$ cat src/rtl/one_addr_rr_arb.sv
// Round-robin arbiter: rotating-pointer scan, held one-hot grant plus index; 1-cycle req->gnt latency.
// Grant held until rel or owner drop, then a mandatory 1-cycle bubble; optional revoke via ARB_TIMEOUT_EN.
module one_addr_rr_arb #(
  parameter int N     = 5,
  parameter int WIDTH = $clog2(N),
  parameter int TMO   = 16
) (
  input  logic             clk,
  input  logic             rst_n,
  input  logic [N-1:0]     req,
  input  logic             rel,
  output logic [N-1:0]     gnt,
  output logic [WIDTH-1:0] gnt_addr,
  output logic             gnt_vld,
  output logic             tmo_o
);

  typedef enum logic {S_IDLE, S_GRANT} state_t;

  state_t           r_state;
  state_t           w_state_nxt;
  logic [WIDTH-1:0] r_ptr;
  logic [N-1:0]     r_gnt;
  logic [WIDTH-1:0] r_gnt_addr;
  logic             r_gnt_vld;

  logic [WIDTH-1:0] w_ptr_nxt;
  logic [N-1:0]     w_gnt_nxt;
  logic [WIDTH-1:0] w_gnt_addr_nxt;
  logic             w_gnt_vld_nxt;

  logic             w_pick_vld;
  logic [WIDTH-1:0] w_pick;
  logic             w_rel_evt;
  logic             w_tmo_hit;
  logic [WIDTH-1:0] w_ptr_inc;

`ifdef ARB_TIMEOUT_EN
  localparam int CW = $clog2(TMO + 1);
  logic [CW-1:0] r_cnt;
  logic [CW-1:0] w_cnt_nxt;
  logic          r_tmo;
  logic          w_tmo_nxt;

  assign w_tmo_hit = (r_cnt == CW'(TMO - 1));
  assign tmo_o     = r_tmo;
`else
  assign w_tmo_hit = 1'b0;
  assign tmo_o     = 1'b0;
`endif

  // Descending scan so the candidate closest to the pointer is written last and wins.
  always_comb begin
    logic [WIDTH-1:0] idx;
    w_pick_vld = 1'b0;
    w_pick     = '0;
    idx        = '0;
    for (int k = N - 1; k >= 0; k--) begin
      idx = WIDTH'((int'(r_ptr) + k) % N);
      if (|(req & (N'(1) << idx))) begin
        w_pick_vld = 1'b1;
        w_pick     = idx;
      end
    end
  end

  // A dropped owner request is treated the same as an explicit release.
  assign w_rel_evt = rel | ~(|(req & r_gnt));
  assign w_ptr_inc = (r_gnt_addr == WIDTH'(N - 1)) ? '0 : r_gnt_addr + WIDTH'(1);

  always_ff @(posedge clk or negedge rst_n) begin
    if (!rst_n) begin
      r_state <= S_IDLE;
    end else begin
      r_state <= w_state_nxt;
    end
  end

  always_comb begin
    w_state_nxt = r_state;
    case (r_state)
      S_IDLE:  if (w_pick_vld) w_state_nxt = S_GRANT;
      S_GRANT: if (w_rel_evt || w_tmo_hit) w_state_nxt = S_IDLE;
      default: w_state_nxt = S_IDLE;
    endcase
  end

  always_comb begin
    w_ptr_nxt      = r_ptr;
    w_gnt_nxt      = '0;
    w_gnt_addr_nxt = '0;
    w_gnt_vld_nxt  = 1'b0;
`ifdef ARB_TIMEOUT_EN
    w_cnt_nxt      = '0;
    w_tmo_nxt      = 1'b0;
`endif
    case (r_state)
      S_IDLE: begin
        if (w_pick_vld) begin
          w_gnt_nxt      = N'(1) << w_pick;
          w_gnt_addr_nxt = w_pick;
          w_gnt_vld_nxt  = 1'b1;
        end
      end
      S_GRANT: begin
        if (w_rel_evt || w_tmo_hit) begin
          w_ptr_nxt = w_ptr_inc;
`ifdef ARB_TIMEOUT_EN
          w_tmo_nxt = w_tmo_hit & ~w_rel_evt;
`endif
        end else begin
          w_gnt_nxt      = r_gnt;
          w_gnt_addr_nxt = r_gnt_addr;
          w_gnt_vld_nxt  = 1'b1;
`ifdef ARB_TIMEOUT_EN
          w_cnt_nxt      = r_cnt + CW'(1);
`endif
        end
      end
      default: ;
    endcase
  end

  always_ff @(posedge clk or negedge rst_n) begin
    if (!rst_n) begin
      r_ptr      <= '0;
      r_gnt      <= '0;
      r_gnt_addr <= '0;
      r_gnt_vld  <= 1'b0;
`ifdef ARB_TIMEOUT_EN
      r_cnt      <= '0;
      r_tmo      <= 1'b0;
`endif
    end else begin
      r_ptr      <= w_ptr_nxt;
      r_gnt      <= w_gnt_nxt;
      r_gnt_addr <= w_gnt_addr_nxt;
      r_gnt_vld  <= w_gnt_vld_nxt;
`ifdef ARB_TIMEOUT_EN
      r_cnt      <= w_cnt_nxt;
      r_tmo      <= w_tmo_nxt;
`endif
    end
  end

  assign gnt      = r_gnt;
  assign gnt_addr = r_gnt_addr;
  assign gnt_vld  = r_gnt_vld;

endmodule
$ cat config.mk
export PLATFORM = sky130hd
export DESIGN_NAME = one_addr_rr_arb
export DESIGN_NICKNAME = d
export VERILOG_FILES = /design/src/rtl/one_addr_rr_arb.sv
export SDC_FILE = /design/constraint.sdc
export NUM_CORES = 1
export LEC_CHECK = 0
export CAP_MARGIN = 10
export CORE_MARGIN = 8
export CORE_UTILIZATION = 30
export CTS_BUF_LIST = sky130_fd_sc_hd__clkbuf_8
export DETAILED_ROUTE_END_ITERATION = 10
export GPL_ROUTABILITY_DRIVEN = 0
export SLEW_MARGIN = 10
export SYNTH_ARGS = -nofsm -noshare
export SYNTH_HDL_FRONTEND = slang
export SYNTH_SLANG_ARGS = --single-unit
export TNS_END_PERCENT = 1
$ cat constraint.sdc
create_clock -name clk -period 7.3 [get_ports clk]
set_input_delay 0.73 -clock clk [delete_from_list [all_inputs] [get_ports clk]]
set_output_delay 0.73 -clock clk [all_outputs]
set_load 0.005 [all_outputs]
After elaboration in Yosys (flattened, before gate mapping). Index checks and enable logic that the tools add are counted.

Eq/ne operators: 2. Divide/modulo/power cells: 5. Shifts and indexed selects: 6. Muxes and demuxes: 20. Reduce and logical (&&, ||, !) cells: 7. Bitwise operators: 9. Add/subtract/negate cells: 5.

Operators with widths (number): modulo 32 x 4 -> 32 bit, second input constant (4); modulo 4 x 4 -> 32 bit, second input constant (1); bitwise AND 5 bit (6); OR reduction 5 bit (6); left shift 1 x 3 -> 5 bit, first input constant (6); two-way mux 3 bit (8); two-way mux 5 bit (2); case mux 5 bit (2 select lines) (1); adder 3 x 2 -> 4 bit, second input constant (2); two-way mux 1 bit (7); case mux 3 bit (2 select lines) (1); adder 3 x 1 -> 4 bit, second input constant (1); adder 3 x 3 -> 4 bit, second input constant (1); adder 3 x 1 -> 3 bit, second input constant (1); == test 3 bit, second input constant (1); inequality test 2 x 1 -> 1 bit, second input constant (1); NOT 1 bit (2); case mux 1 bit (2 select lines) (1); AND reduction 2 bit (1); OR 1 bit (1).

Word-level logic and storage cells: 58. Bits of input ports: 8. Output and inout bits: 10. Register bits after elaboration: 12.

Longest topological paths before layout. Gate-level depths: netlist (run 1).

Word-level depth: 13. Mapped depth: 20. Mapped depth without buffers: 17.

Worst setup path after synthesis (run 1). OpenSTA, ideal clock, no wires.

Path type: reg-to-reg. Start point: register r_ptr[0]. End point: register r_gnt[1] (netlist: gnt[1]). Cell stages (with the launch flop): 20. Slack: 2.687 ns. Data arrival time: 4.492 ns. Setup time: 0.121 ns. Buffers on the path: 6. Required time: 7.179 ns. Cells stage by stage: dfrtp_1 buf_6 clkbuf_1 inv_1 buf_2 ha_1 buf_4 buf_2 clkbuf_1 nand2_1 ha_1 nor2b_1 a211oi_2 nor2_2 mux4_2 and3_1 a31o_1 a211o_1 a31o_1 a22o_1.

Word-level cells in the longest chain between the ends: 13.

RTL lines: from (decl) (line 22) `logic [WIDTH-1:0] r_ptr;`; from (signal assigned) (line 135) `r_ptr <= w_ptr_nxt;`; adder 3 x 3 -> 4 bit (line 59) `idx = WIDTH'((int'(r_ptr) + k) % N);`; modulo 32 x 4 -> 32 bit (line 59); left shift 1 x 3 -> 5 bit (line 60) `if (|(req & (N'(1) << idx))) begin`; bitwise AND 5 bit (line 60); OR reduction 5 bit (line 60); two-way mux 3 bit (5 in series) (line 60); left shift 1 x 3 -> 5 bit (line 100) `w_gnt_nxt = N'(1) << w_pick;`; two-way mux 5 bit (*) (line 99) `if (w_pick_vld) begin`; case mux 5 bit (2 select lines) (*) (line 97) `case (r_state)`; to (signal assigned) (line 136) `r_gnt <= w_gnt_nxt;`; to (decl) (line 23) `logic [N-1:0] r_gnt;`.

Every way passes the cells marked *; elsewhere a longest branch is shown, timed or not. A chain may end at the register's enable or synchronous reset.

Final worst setup path (run 1).
Start point: register r_ptr[1]. End point: register r_gnt[3] (netlist: gnt[3]).

Same word-level chain as after synthesis.

==> results.toml, run 1 <==
[status]
status = "finished clean"

[synthesis]
synth_nets = 355
yosysTopAreaCellShare = 0.123
async_flop_share = 1.00
synthCells = 323
ys_seq_area_frac = 0.123
synth_flop_cell = "dfrtp_1"
syn_area_mm2 = 0.00245
syn_area_per_cell_um2 = 7.58
synth.distinct_cells = 71
synth_warnings = 0
synthTopCellsByArea = "dfrtp_1, ha_1, a21oi_1"
synth_top_area_cell = "dfrtp_1"
synth_edf_count = 0
ys_ff_latch = 12

[timing]
worst_slew_pin_slew_ns = 0.948
drv_slew = 0
finalHoldViolations = 0
hold_ws_ns = 0.528
fin_crit_sh = 0.716
setup_viol = 0
slew_headroom = 0.366
rsz0062_at_grt = "no"
fmax_mhz = 191
setup_tns_ns = 0
fin_skew_ns = 0.00102
finalCriticalPeriod_ns = 5.23

[global_routing]
grt_pass1_vias = 2359
antenna_found_initial = 0
grt_max_degree = 40
grt_overflow_total = 0
grt_util_all_layers = 0.119
grt_pass1_wl_mm = 11.4

[drt]
drc = 0
firstDrtPassIters = 5
met3_length_um = 550
wl_per_cell_um = 15.6
dr.first_iter.drc_count = 219
dr_wl_met2_mm = 2.93
maxUsedRoutingLayer = "met4"
vias_per_cell = 5.66
wirelength_met1_mm = 3.10
postRouteAntennaNets = 0
finalWirelength_mm = 6.64
vias = 2411

[worst_setup_path]
ff2ff_path_depth = 15
worstPathCellList = "inv_1 > ha_1 > clkinv_1 > ha_1 > inv_1 > ha_1 > nor2b_1 > a21boi_0 > a21oi_1 > o221ai_2 > mux2_2 > o21ai_0 > nand2_1 > a31oi_1 > o21ai_0"
cp_max_fo = 27
critical_path_class = "flip-flop to flip-flop"
timing.rr.start = "r_ptr[1]"
crit_buf_inv = 3
cpPeakStageDelay_ns = 0.96
crit_family = "adder cells"
cp_slowest_cell = "ha_1"
worstPathArrival_ns = 5.34
cpMostUsedCell = "ha_1"
r2r_slack_ns = 2.07
cp-end-kind = "flip-flop"
start_kind = "flip-flop"
worstReg2RegEnd = "gnt[3]"
crit_required_ns = 7.41

[floorplan]
rows = 33
fp.coreArea_mm2 = 0.00805
start_util = 0.304
die_w_um = 106
die_y_um = 106
die-area_mm2 = 0.0113
ios = 18

[clocking]
cts-hold-fix-buffers = 0
ctsResizeCount = 0
clock_latency_ns = 0.24
numCtsBuffers = 3
tritoncts = "done"
cts.sink_count = 12
cts_max_level = 1
clockBufferDepth = 2
post_cts_buffers = 0
clk_pin_slew_ns = 0.05
cts_root_buf = "clkbuf_8"

[layout]
fin_nets = 354
drive_gt1_frac = 0.0903
fin_area_mm2 = 0.00268
layout_common_cells = "nor2_1, nand2_1, a21oi_1"
final_util = 0.333
insertedDiodeCount = 0
syn2layout_area_growth_pct = 9.46

[placed_design]
numPortBuffers = 16
dp_hpwl_mm = 4.91
place_area_mm2 = 0.00262

[hold_path]
worstHoldPathCells = 2
min_from = "gnt[3]"
min_to = "gnt[3]"
holdCritPathClass = "flip-flop to flip-flop"

[flow_run]
drv_cap = 0
flip-flops by register name, indices dropped and copies added (netlist names):
name,count
gnt_addr,3
r_ptr,3
gnt_vld,1
gnt,5
per-layer routing:
metal | GRT usage | vias to the layer above
met5 | 0 | -
met4 | 0.0302 | 0
met3 | 0.0254 | 12
met2 | 0.184 | 88
met1 | 0.162 | 1129
li1 | - | 1182
cell type report:
type	instances	area, µm²
Tap cell	105	131
Multi-Input combinational cell	268	1950
Timing Repair Buffer	17	168
Fill cell	858	5370
Inverter	20	75.1
Clock buffer	4	55.1
Sequential cell	12	300
cells by family (layout without fill, tap and decap cells):
group,count (synthesis),after routing,share of synthesized area
adder cells (fa/ha/maj),24,24,0.126
flip-flops,12,12,0.123
other,1,1,0.00153
multiplexers,20,20,0.109
AO/OA/AOI/OAI,103,103,0.298
buffers and inverters,43,41,0.0808
AND/OR/NAND/NOR,111,111,0.220
XOR/XNOR,9,9,0.0429
worst register-to-register path, stage by stage (launching register included):
cell	delay, ns
dfrtp_1	0.64
inv_1	0.29
ha_1	0.96
clkinv_1	0.50
ha_1	0.32
inv_1	0.05
ha_1	0.21
nor2b_1	0.17
a21boi_0	0.27
a21oi_1	0.13
o221ai_2	0.28
mux2_2	0.40
o21ai_0	0.29
nand2_1	0.12
a31oi_1	0.33
o21ai_0	0.14
synth_stat cells, types with 4 or more instances:
| cell | number |
|---|---|
| nand2_1 | 30 |
| o21ai_0 | 17 |
| nor2_1 | 30 |
| a211oi_1 | 7 |
| nand3_1 | 7 |
| xnor2_1 | 6 |
| mux2_2 | 7 |
| nand2b_1 | 5 |
| a21oi_1 | 25 |
| nand4_1 | 4 |
| clkbuf_1 | 14 |
| nor2b_1 | 6 |
| o21a_1 | 4 |
| mux2i_1 | 9 |
| ha_1 | 23 |
| inv_1 | 17 |
| dfrtp_1 | 12 |
| nor3_1 | 10 |
worst max path at each step:
stage,cells after the start,end,startpoint
floorplan,19,gnt[1],r_ptr[0]
global placement,15,gnt[0],r_ptr[1]
detailed placement,15,gnt[3],r_ptr[1]
CTS,15,gnt[3],r_ptr[1]
global route,15,gnt[0],r_ptr[1]
finish,15,gnt[3],r_ptr[1]
through the flow:
| stage | cells | setup slack (ns) |
|---|---|---|
| 5_1_grt | 426 | 1.48 |
| 4_1_cts | 426 | 2.14 |
| 2_1_floorplan | 323 | 2.69 |
| 6_report | 426 | 2.07 |
| 3_5_place_dp | 422 | 2.18 |
| 3_3_place_gp | 422 | 2.37 |
Power of run 1 is left out: the tool's default activity adds up to more than one toggle a clock period on the data nets, which glitch-free logic cannot reach.
==> run 2: changes to the inputs <==
==> constraint.sdc (replaced) <==
create_clock -name clk -period 4.4 [get_ports clk]
set_input_delay 0.44 -clock clk [delete_from_list [all_inputs] [get_ports clk]]
set_output_delay 0.44 -clock clk [all_outputs]
set_load 0.005 [all_outputs]
==> results.toml, run 2 (synthesis gave the netlist of run 1 again) <==
[floorplan]
die-area_mm2 = 0.0113
start_util = 0.304
die_w_um = 106
die_y_um = 106
ios = 18
rows = 33
fp.coreArea_mm2 = 0.00805

[worst_setup_path]
cp_slowest_cell = "dfrtp_1"
crit_buf_inv = 2
worstReg2RegEnd = "gnt[0]"
start_kind = "flip-flop"
timing.rr.start = "r_ptr[2]"
cpMostUsedCell = "nor2_1"
worstPathArrival_ns = 4.20
cp.depth = 17
cpPeakStageDelay_ns = 0.51
r2r_slack_ns = 0.33
crit_family = "compound AO/OA/AOI/OAI gates"
cp_max_fo = 9
worstPathCellList = "inv_1 > ha_1 > o21a_1 > nor2_1 > xnor2_1 > ha_1 > inv_1 > fa_1 > a21o_1 > o31ai_1 > o22ai_1 > nand2b_1 > a21oi_1 > nor2_1 > o31ai_2 > nor2_1 > a22o_1"
ff2ff_path_depth = 17
critical_path_class = "flip-flop to flip-flop"
crit_required_ns = 4.53
cp-end-kind = "flip-flop"

[drt]
maxUsedRoutingLayer = "met4"
drc = 0
wirelength_met1_mm = 3.56
wl_per_cell_um = 15.9
vias_per_cell = 5.57
postRouteAntennaNets = 0
dr.first_iter.drc_count = 128
vias = 2439
finalWirelength_mm = 6.96
dr_wl_met2_mm = 3.03
firstDrtPassIters = 4
met3_length_um = 297

[layout]
fin_area_mm2 = 0.00279
largest_reg_flops = 5
fin_nets = 366
syn2layout_area_growth_pct = 13.8
insertedDiodeCount = 0
layout_common_cells = "nor2_1, nand2_1, a21oi_1"
drive_gt1_frac = 0.132
nFillCells = 867

[clocking]
cts-hold-fix-buffers = 0
post_cts_buffers = 0
cts.sink_count = 12
clock_latency_ns = 0.24
tritoncts = "done"
numCtsBuffers = 3
cts_root_buf = "clkbuf_8"
clockBufferDepth = 2
clk_pin_slew_ns = 0.06
cts_max_level = 1
ctsResizeCount = 0

[global_routing]
grt_max_degree = 39
grt_overflow_total = 0
grt_util_all_layers = 0.122
grt_pass1_wl_mm = 11.7
antenna_found_initial = 0
grt_pass1_vias = 2398

[placed_design]
dp_hpwl_mm = 5.26
place_area_mm2 = 0.00271
numPortBuffers = 16

[timing]
finalCriticalPeriod_ns = 4.07
slew_headroom = 0.587
finalHoldViolations = 0
worst_slew_pin_slew_ns = 0.617
setup_viol = 0
setup_tns_ns = 0
rsz0062_at_grt = "no"
fin_crit_sh = 0.924
fmax_mhz = 246
drv_slew = 0
fin_skew_ns = 0.00192

[flow_run]
drv_cap = 0

[hold_path]
min_to = "gnt[4]"
holdCritPathClass = "flip-flop to flip-flop"
min_from = "gnt[4]"
worstHoldPathCells = 2

[status]
status = "finished clean"
## run 2: cell types whose count changed in the layout (fill, tap and decap cells not counted), sizes merged
cell,before,now
buf,1,13
## run 2: worst max-delay path by stage
stage                     slack, ns      to      from
after floorplan               0.003  gnt[1]  r_ptr[0]
after global placement         0.35  gnt[0]  r_ptr[2]
after detailed placement       0.24  gnt[0]  r_ptr[2]
after CTS                      0.19  gnt[0]  r_ptr[2]
after global routing           0.03  gnt[3]  r_ptr[2]
final                          0.33  gnt[0]  r_ptr[2]
## run 2: routing by layer
metal | global-route usage | vias to the layer above
met4 | 0.0271 | 0
met1 | 0.172 | 1171
met5 | 0 | -
li1 | - | 1203
met2 | 0.193 | 56
met3 | 0.0163 | 9
## run 2: stage by stage
| step | cells | worst slack, ns | hold WS [ns] | utilization |
|---|---|---|---|---|
| floorplan | 323 | 0.00343 | 0.144 | - |
| global placement | 434 | 0.345 | 0.509 | 0.337 |
| detailed placement | 434 | 0.236 | 0.506 | 0.337 |
| CTS | 438 | 0.194 | 0.523 | 0.344 |
| global route | 438 | 0.0259 | 0.564 | 0.346 |
| finish | 438 | 0.334 | 0.526 | 0.346 |
## run 2: final cells by class
| type | instances | area (µm²) | share of cell area |
|---|---|---|---|
| multi-input combinational | 268 | 1970 | 0.706 |
| clock buffer | 4 | 55.1 | 0.0198 |
| inverter | 20 | 75.1 | 0.0270 |
| sequential | 12 | 300 | 0.108 |
| timing repair buffer | 29 | 258 | 0.0925 |
| tap | 105 | 131 | 0.0472 |
## run 2: tightest hold or removal path, stage by stage, from the launching register on
cell and delay [ns]:
dfrtp_1 0.38, nand2_1 0.06, nand2_1 0.06
Power of run 2 is left out for the same reason.
